$ cat src/rtl/cpu_types_pkg.sv
// rtl/cpu_types_pkg.sv - shared control-path types and constants
package cpu_types_pkg;

    localparam int CNT_W_DEFAULT = 32;

    typedef enum logic [1:0] {
        FETCH  = 2'd0,
        DATA   = 2'd1,
        HALTED = 2'd2
    } ru_state_t;

endpackage

$ cat src/rtl/sat_counter.sv
// rtl/sat_counter.sv - up counter that sticks at all-ones instead of wrapping
module sat_counter #(
    parameter int W = 32
) (
    input  logic         CLK,
    input  logic         nRST,
    input  logic         inc,
    output logic [W-1:0] cnt
);

    always_ff @(posedge CLK or negedge nRST) begin
        if (!nRST) begin
            cnt <= '0;
        end else if (inc && (cnt != '1)) begin
            cnt <= cnt + 1'b1;
        end
    end

endmodule

$ cat src/rtl/request_unit.sv
// rtl/request_unit.sv - memory request sequencing, halt latch and retire/stall counters
module request_unit
    import cpu_types_pkg::*;
#(
    parameter int CNT_W = CNT_W_DEFAULT
) (
    input  logic             CLK,
    input  logic             nRST,
    input  logic             ihit,
    input  logic             dhit,
    input  logic             dread,
    input  logic             dwrite,
    input  logic             halt,
    output logic             iREN,
    output logic             dREN,
    output logic             dWEN,
    output logic             pc_en,
    output logic             halted,
    output logic             err,
    output logic [CNT_W-1:0] instr_cnt,
    output logic [CNT_W-1:0] stall_cnt
);

    ru_state_t state;
    logic      fetch_retire;
    logic      data_retire;
    logic      stall_inc;

    // An instruction retires either straight out of FETCH (no memory access)
    // or when its data access completes.
    assign fetch_retire = (state == FETCH) && ihit && !halt && !dread && !dwrite;
    assign data_retire  = (state == DATA) && dhit;

    // Gated with nRST so the PC cannot advance while reset is held.
    assign pc_en     = nRST && (fetch_retire || data_retire);
    assign stall_inc = (state == DATA) && !dhit;

    always_ff @(posedge CLK or negedge nRST) begin
        if (!nRST) begin
            state  <= FETCH;
            iREN   <= 1'b1;
            dREN   <= 1'b0;
            dWEN   <= 1'b0;
            halted <= 1'b0;
            err    <= 1'b0;
        end else begin
            case (state)
                FETCH: begin
                    if (ihit) begin
                        // Halt outranks any data request on the same instruction.
                        if (halt) begin
                            state  <= HALTED;
                            halted <= 1'b1;
                            iREN   <= 1'b0;
                        end else if (dread || dwrite) begin
                            state <= DATA;
                            iREN  <= 1'b0;
                            // Store wins when decode flags both; flag it.
                            dREN  <= dread & ~dwrite;
                            dWEN  <= dwrite;
                            if (dread && dwrite) begin
                                err <= 1'b1;
                            end
                        end
                    end
                end
                DATA: begin
                    if (dhit) begin
                        state <= FETCH;
                        iREN  <= 1'b1;
                        dREN  <= 1'b0;
                        dWEN  <= 1'b0;
                    end
                end
                HALTED: begin
                    iREN   <= 1'b0;
                    dREN   <= 1'b0;
                    dWEN   <= 1'b0;
                    halted <= 1'b1;
                end
                default: begin
                    state <= FETCH;
                    iREN  <= 1'b1;
                    dREN  <= 1'b0;
                    dWEN  <= 1'b0;
                end
            endcase
        end
    end

    sat_counter #(.W(CNT_W)) u_instr_cnt (
        .CLK  (CLK),
        .nRST (nRST),
        .inc  (pc_en),
        .cnt  (instr_cnt)
    );

    sat_counter #(.W(CNT_W)) u_stall_cnt (
        .CLK  (CLK),
        .nRST (nRST),
        .inc  (stall_inc),
        .cnt  (stall_cnt)
    );

endmodule

$ cat config.mk
export PLATFORM = sky130hd
export DESIGN_NAME = request_unit
export DESIGN_NICKNAME = d
export VERILOG_FILES = /design/src/rtl/cpu_types_pkg.sv /design/src/rtl/sat_counter.sv /design/src/rtl/request_unit.sv
export SDC_FILE = /design/constraint.sdc
export NUM_CORES = 1
export LEC_CHECK = 0
export CORE_ASPECT_RATIO = 1.5
export CORE_MARGIN = 2
export CORE_UTILIZATION = 36
export CTS_CLUSTER_DIAMETER = 150
export CTS_CLUSTER_SIZE = 12
export DETAILED_ROUTE_END_ITERATION = 8
export DONT_BUFFER_PORTS = 1
export HOLD_SLACK_MARGIN = 0.08
export PLACE_DENSITY = 0.54
export SYNTH_ARGS = -nofsm -noshare
export SYNTH_HDL_FRONTEND = slang
export SYNTH_SLANG_ARGS = --single-unit
$ cat constraint.sdc
create_clock -name CLK -period 6.4 [get_ports CLK]
set_clock_uncertainty 0.05 [all_clocks]
set_input_delay 0.64 -clock CLK [delete_from_list [all_inputs] [get_ports CLK]]
set_output_delay 0.64 -clock CLK [all_outputs]
set_load 0.005 [all_outputs]
; ---- Word-level counts from Yosys, hierarchy flattened
; Index checks and enable logic that the tools add are counted.
; W data, S select, Z words.
[op_classes]
add_sub_neg = 2
eq_ne = 10
n_mux = 22
bitwise = 4
n_reduce_logical = 23
[op_table]
columns = op, count
row1 = $add A32 B1 Y32 const B, 2
row2 = $ne A32 B32 Y1 const B, 2
row3 = $mux W1, 13
row4 = $logic_and A1 B1 Y1, 10
row5 = $mux W2, 4
row6 = $ne A2 B2 Y1 const B, 4
row7 = $reduce_and A4 Y1, 2
row8 = $pmux W1 S2, 3
row9 = $pmux W2 S3, 1
row10 = $reduce_and A3 Y1, 2
row11 = $reduce_and A5 Y1, 1
row12 = $logic_not A1 Y1, 4
row13 = $ne A3 B2 Y1 const B, 1
row14 = $not A1 Y1, 3
row15 = $pmux W1 S3, 1
row16 = $eq A2 B1 Y1 const B, 1
row17 = $eq A2 B2 Y1 const B, 1
row18 = $logic_not A2 Y1, 1
row19 = $logic_or A1 B1 Y1, 2
row20 = $ne A2 B1 Y1 const B, 1
row21 = $reduce_bool A2 Y1, 1
row22 = $and A1 B1 Y1, 1
[totals]
ff_bits = 71
input_bits = 7
out_inout_bits = 70
elab_cells = 69

; ---- Longest topological paths before layout
[logic_depth]
word_depth = 8
ltp_mapped = 7
mapped_depth_nobuf = 6

; ---- Modules after synthesis
; A second synthesis with hierarchy kept.
[hier_totals]
cells_unflattened = 326
hier_area_um2 = 3514.6
[modules_own_cells]
columns = mod, instances, cells_per_inst, area_per_inst_um2, seq_area_each_um2
row1 = sat_counter (u_stall_cnt), 1, 151, 1624.1, 800.8
row2 = sat_counter (u_instr_cnt), 1, 140, 1522.7, 800.8
row3 = request_unit, 1, 35, 367.9, 176.4

; ---- Worst setup path before layout
; No wires, ideal clock.
[synth_timing]
path_type = input to register
start = input port dhit
end = register u_stall_cnt.cnt[17]
setup_time_ps = 125
arrival_ps = 1955
required_ps = 6225
setup_slack_ps = 4270
cell_stages = 5
n_path_buf = 0
path_cell_list = or3b_2 nor3_2 nand2_1 nor3_1 mux2_2
[synth_between]
elab_chain_cells = 3
[synth_lines]
columns = item, line_no
row1 = start: declaration, request_unit.sv:10  ; input logic dhit,
row2 = $logic_not A1 Y1, request_unit.sv:36  ; assign stall_inc = (state == DATA) && !dhit;
row3 = $logic_and A1 B1 Y1, request_unit.sv:36
row4 = $logic_and A1 B1 Y1, sat_counter.sv:14  ; end else if (inc && (cnt != '1)) begin
row5 = end signal: assignment, sat_counter.sv:15  ; cnt <= cnt + 1'b1;
row6 = end: declaration, sat_counter.sv:8  ; output logic [W-1:0] cnt
; Every way passes these cells.
; A chain may end at the register's enable or synchronous reset.

; ---- Final worst setup path
[layout_timing]
start = register u_stall_cnt.cnt[0]
end = register u_stall_cnt.cnt[1]
[layout_between]
elab_chain_cells = 2
word_cells_on_any_way = 3
classes_between = add/sub: 1 / eq/ne: 1 / reduce/logical: 1
[layout_lines]
columns = item
row1 = branches (longest 2 deep; another with $add A32 B1 Y32)
; Several ways; the timed one is not identified.

==> flow_metrics.tcl <==
set metrics [dict create \
    synth_top_family_by_area "simple AND/OR/NAND/NOR gates" \
    switching_share 0.214 \
    synth_compound_area_frac 0.0347 \
    synth_fa_ha_area_frac 0.00737 \
    finalSetupViolations 0 \
    slew_viol_final 0 \
    hpwl_mm 5.36 \
    totalWireLength_mm 7.50 \
    viasPerCell 5.39 \
    synth_top_area_frac 0.516 \
    seqPwrFrac 0.443 \
    drive_above_1_share 0.0988 \
    syn_inst 323 \
    irDropWorstVdd_v 0.000139 \
    die_area_mm2 0.0102 \
    ys_types 41 \
    relSlewSlack 0.240 \
    drtIter0Drc 81 \
    worstSkewPairLatency_ns 0.34 \
    critPathRequiredTime_ns 6.57 \
    r2r-start "u_stall_cnt.cnt[0]$_DFFE_PN0P_" \
    nNetsFinal 338 \
    grt_pass1_vias 2440 \
    worst_setup_path_start_kind "flop" \
    min_period_over_period 0.424 \
    syn_area_mm2 0.00339 \
    grtUsageTotal 0.155 \
    r2r_slack_ns 3.69 \
    rr_endpoint "u_stall_cnt.cnt[1]$_DFFE_PN0P_" \
    setup-tns-final_ns 0 \
    power_density_mw_per_mm2 288 \
    worstMarginPinSlew_ns 1.13 \
    placement.io_buffers 0 \
    p_clk_frac 0.519 \
    globalplace.congestion 0.793 \
    synthesis.nets 332 \
    combinationalPowerShare 0.038 \
    root_buffer "clkbuf_16" \
    setup_ws_ns 3.69 \
    yosys_warnings 0 \
    status "finished clean" \
    cts_buffers 9 \
    avgRoutedWirePerCell_um 16.8 \
    core-area_mm2 0.00920 \
    pre_cts_ws_ns 3.63 \
    yosysSeqAreaShare 0.524 \
    clock-sinks 71 \
    end_kind "flop" \
    p_int_uw 878 \
    synth-seq-cells 71 \
    yosysTopAreaCell "dfrtp_1" \
    diodes 0 \
    cts_max_path_buffers 2 \
    reg2reg_depth 5 \
    arrival_ns 2.88 \
    overflow 0 \
    synthTopCellsByArea "dfrtp_1 (52%), xnor2_1 (10%), xor2_1 (5.2%)" \
    multi_input_area_mm2 0.00155 \
    cts_tree "done" \
    die_h_um 123 \
    fmax_ghz 0.369 \
    finish.utilization 0.421 \
    area_growth_pct 14.2 \
    io_pins 77 \
    start_util 0.369 \
    drtAntennaViolNets 0 \
    vias 2404 \
    postSynthAreaPerCell_um2 10.5 \
    post_cts_buffers 0 \
    cap_violations 0 \
    dpl.cell_count 429 \
    cp_max_fo 13 \
    drc_errors 0 \
    synth_xor_area_frac 0.155 \
    finalCriticalPeriod_ns 2.71 \
    timing.hold.ws_ns 0.0927 \
    seqCellArea_mm2 0.00178 \
    antenna_found_initial 0 \
    async_flop_share 1.00 \
    grt_first_pass_wirelength_mm 12.6 \
    num_rows 43 \
    p_sw_uw 239 \
    synthSimpleGateAreaFrac 0.246 \
    muxShareOfSynthArea 0.0133 \
    grt_start_max_net_pins 71 \
    grt_setup_unrepaired "no" \
    htreeDepth 3 \
    finalNonFillerCells 446 \
    holdCritPathClass "in -> async" \
    power.leakage_nw 1.68 \
    die_w_um 83.3 \
    hold_violations 0 \
    synth_edf_count 0 \
    fill_cells 861 \
    dr.pass1.iters 4 \
    clk_pin_slew_ns 0.06 \
    worstSetupPathType "reg -> reg" \
    synth-main-ff-cell "dfrtp_1" \
]
layer usage:
layer,share of wire,GRT usage,vias up
met5,0,0,-
met4,0.025,0.0861,0
met3,0.064,0.0514,11
met2,0.52,0.271,65
met1,0.39,0.165,1174
li1,-,-,1154
timing repair:
item	in CTS	in global routing
hold buffers	1	0
gates resized for setup	0	0
endpoints found under the hold margin	70	0
cells by family after synthesis:
group                    Yosys count
AND/OR/NAND/NOR                  154
flip-flops                        71
AO/OA/AOI/OAI                     17
multiplexers                       4
XOR/XNOR                          60
adder cells (fa/ha/maj)            2
buffers and inverters             15
cell usage after synthesis, types with 3 or more instances:
master   instances
a21oi_1          3
a31oi_1          4
and3_1           6
and4_1           4
dfrtp_1         70
inv_1            9
mux2_2           4
nand2_1         27
nand3_1         34
nand4_1         19
nor2_1          25
nor3_1          11
nor3_2           3
nor3b_1          3
nor4_1           7
o21ai_0          3
xnor2_1         40
xor2_1          20
how the worst max path moves through the flow:
stage                     slack [ns]  depth (start not counted)                              end                      startpoint
final                           3.69                          5   u_stall_cnt.cnt[1]$_DFFE_PN0P_  u_stall_cnt.cnt[0]$_DFFE_PN0P_
after global routing            3.33                          5   u_stall_cnt.cnt[1]$_DFFE_PN0P_  u_stall_cnt.cnt[0]$_DFFE_PN0P_
after CTS                       3.62                          5   u_stall_cnt.cnt[1]$_DFFE_PN0P_  u_stall_cnt.cnt[0]$_DFFE_PN0P_
after detailed placement        3.63                          5   u_stall_cnt.cnt[1]$_DFFE_PN0P_  u_stall_cnt.cnt[0]$_DFFE_PN0P_
after global placement          3.67                          5   u_stall_cnt.cnt[1]$_DFFE_PN0P_  u_stall_cnt.cnt[0]$_DFFE_PN0P_
after floorplan                 4.27                          5  u_stall_cnt.cnt[17]$_DFFE_PN0P_                            dhit
critical path: stages, from the launching register on:
cell,delay [ns]
dfrtp_1,0.42
ha_1,0.23
nand4_1,0.21
nor4_1,0.70
a31oi_1,0.57
mux2_2,0.42
cell type report:
cell class / instances / area share
Tap cell: 112 / 0.0362
Inverter: 9 / 0.00872
Clock buffer: 10 / 0.0617
Clock inverter: 6 / 0.0278
Timing Repair Buffer: 1 / 0.00710
Sequential cell: 71 / 0.459
Multi-Input combinational cell: 237 / 0.400
power groups by stage:
stage	clock network, mW	registers, mW	logic, mW
floorplan	0	0.492	0.0345
global placement	0	0.503	0.0318
detailed placement	0	0.504	0.0335
CTS	0.592	0.496	0.0449
global route	0.605	0.499	0.0511
finish	0.580	0.494	0.0429
sequential cells by signal, indices dropped and copies added (netlist names):
name             flops
state                2
halted               1
iREN                 1
err                  1
u_instr_cnt.cnt     32
dWEN                 1
u_stall_cnt.cnt     32
dREN                 1
cell usage in the layout, fill, tap and decap left out, drive strengths merged, types with 2 or more instances in the layout:
cell type,synthesis,layout
clkbuf,2,10
nand2,27,27
clkinv,0,2
nand4,20,20
ha,2,2
nand3,34,34
dfrtp,70,70
and3,7,7
o21ai,3,3
bufinv,0,3
or4,3,3
mux2,4,4
xnor2,40,40
xor2,20,20
and4,4,4
or2,2,2
inv,9,9
nand2b,2,2
nor4,7,7
a31oi,4,4
and2,2,2
nor3b,3,3
nor3,14,14
nor2,25,25
a21oi,3,3
through the flow:
stage,area (µm²),power [mW]
6_report,3870,1.12
5_1_grt,3870,1.15
4_1_cts,3870,1.13
3_5_place_dp,3500,0.538
3_3_place_gp,3500,0.535
2_1_floorplan,3390,0.527
Note: power is estimated with default switching activity, not from simulation.
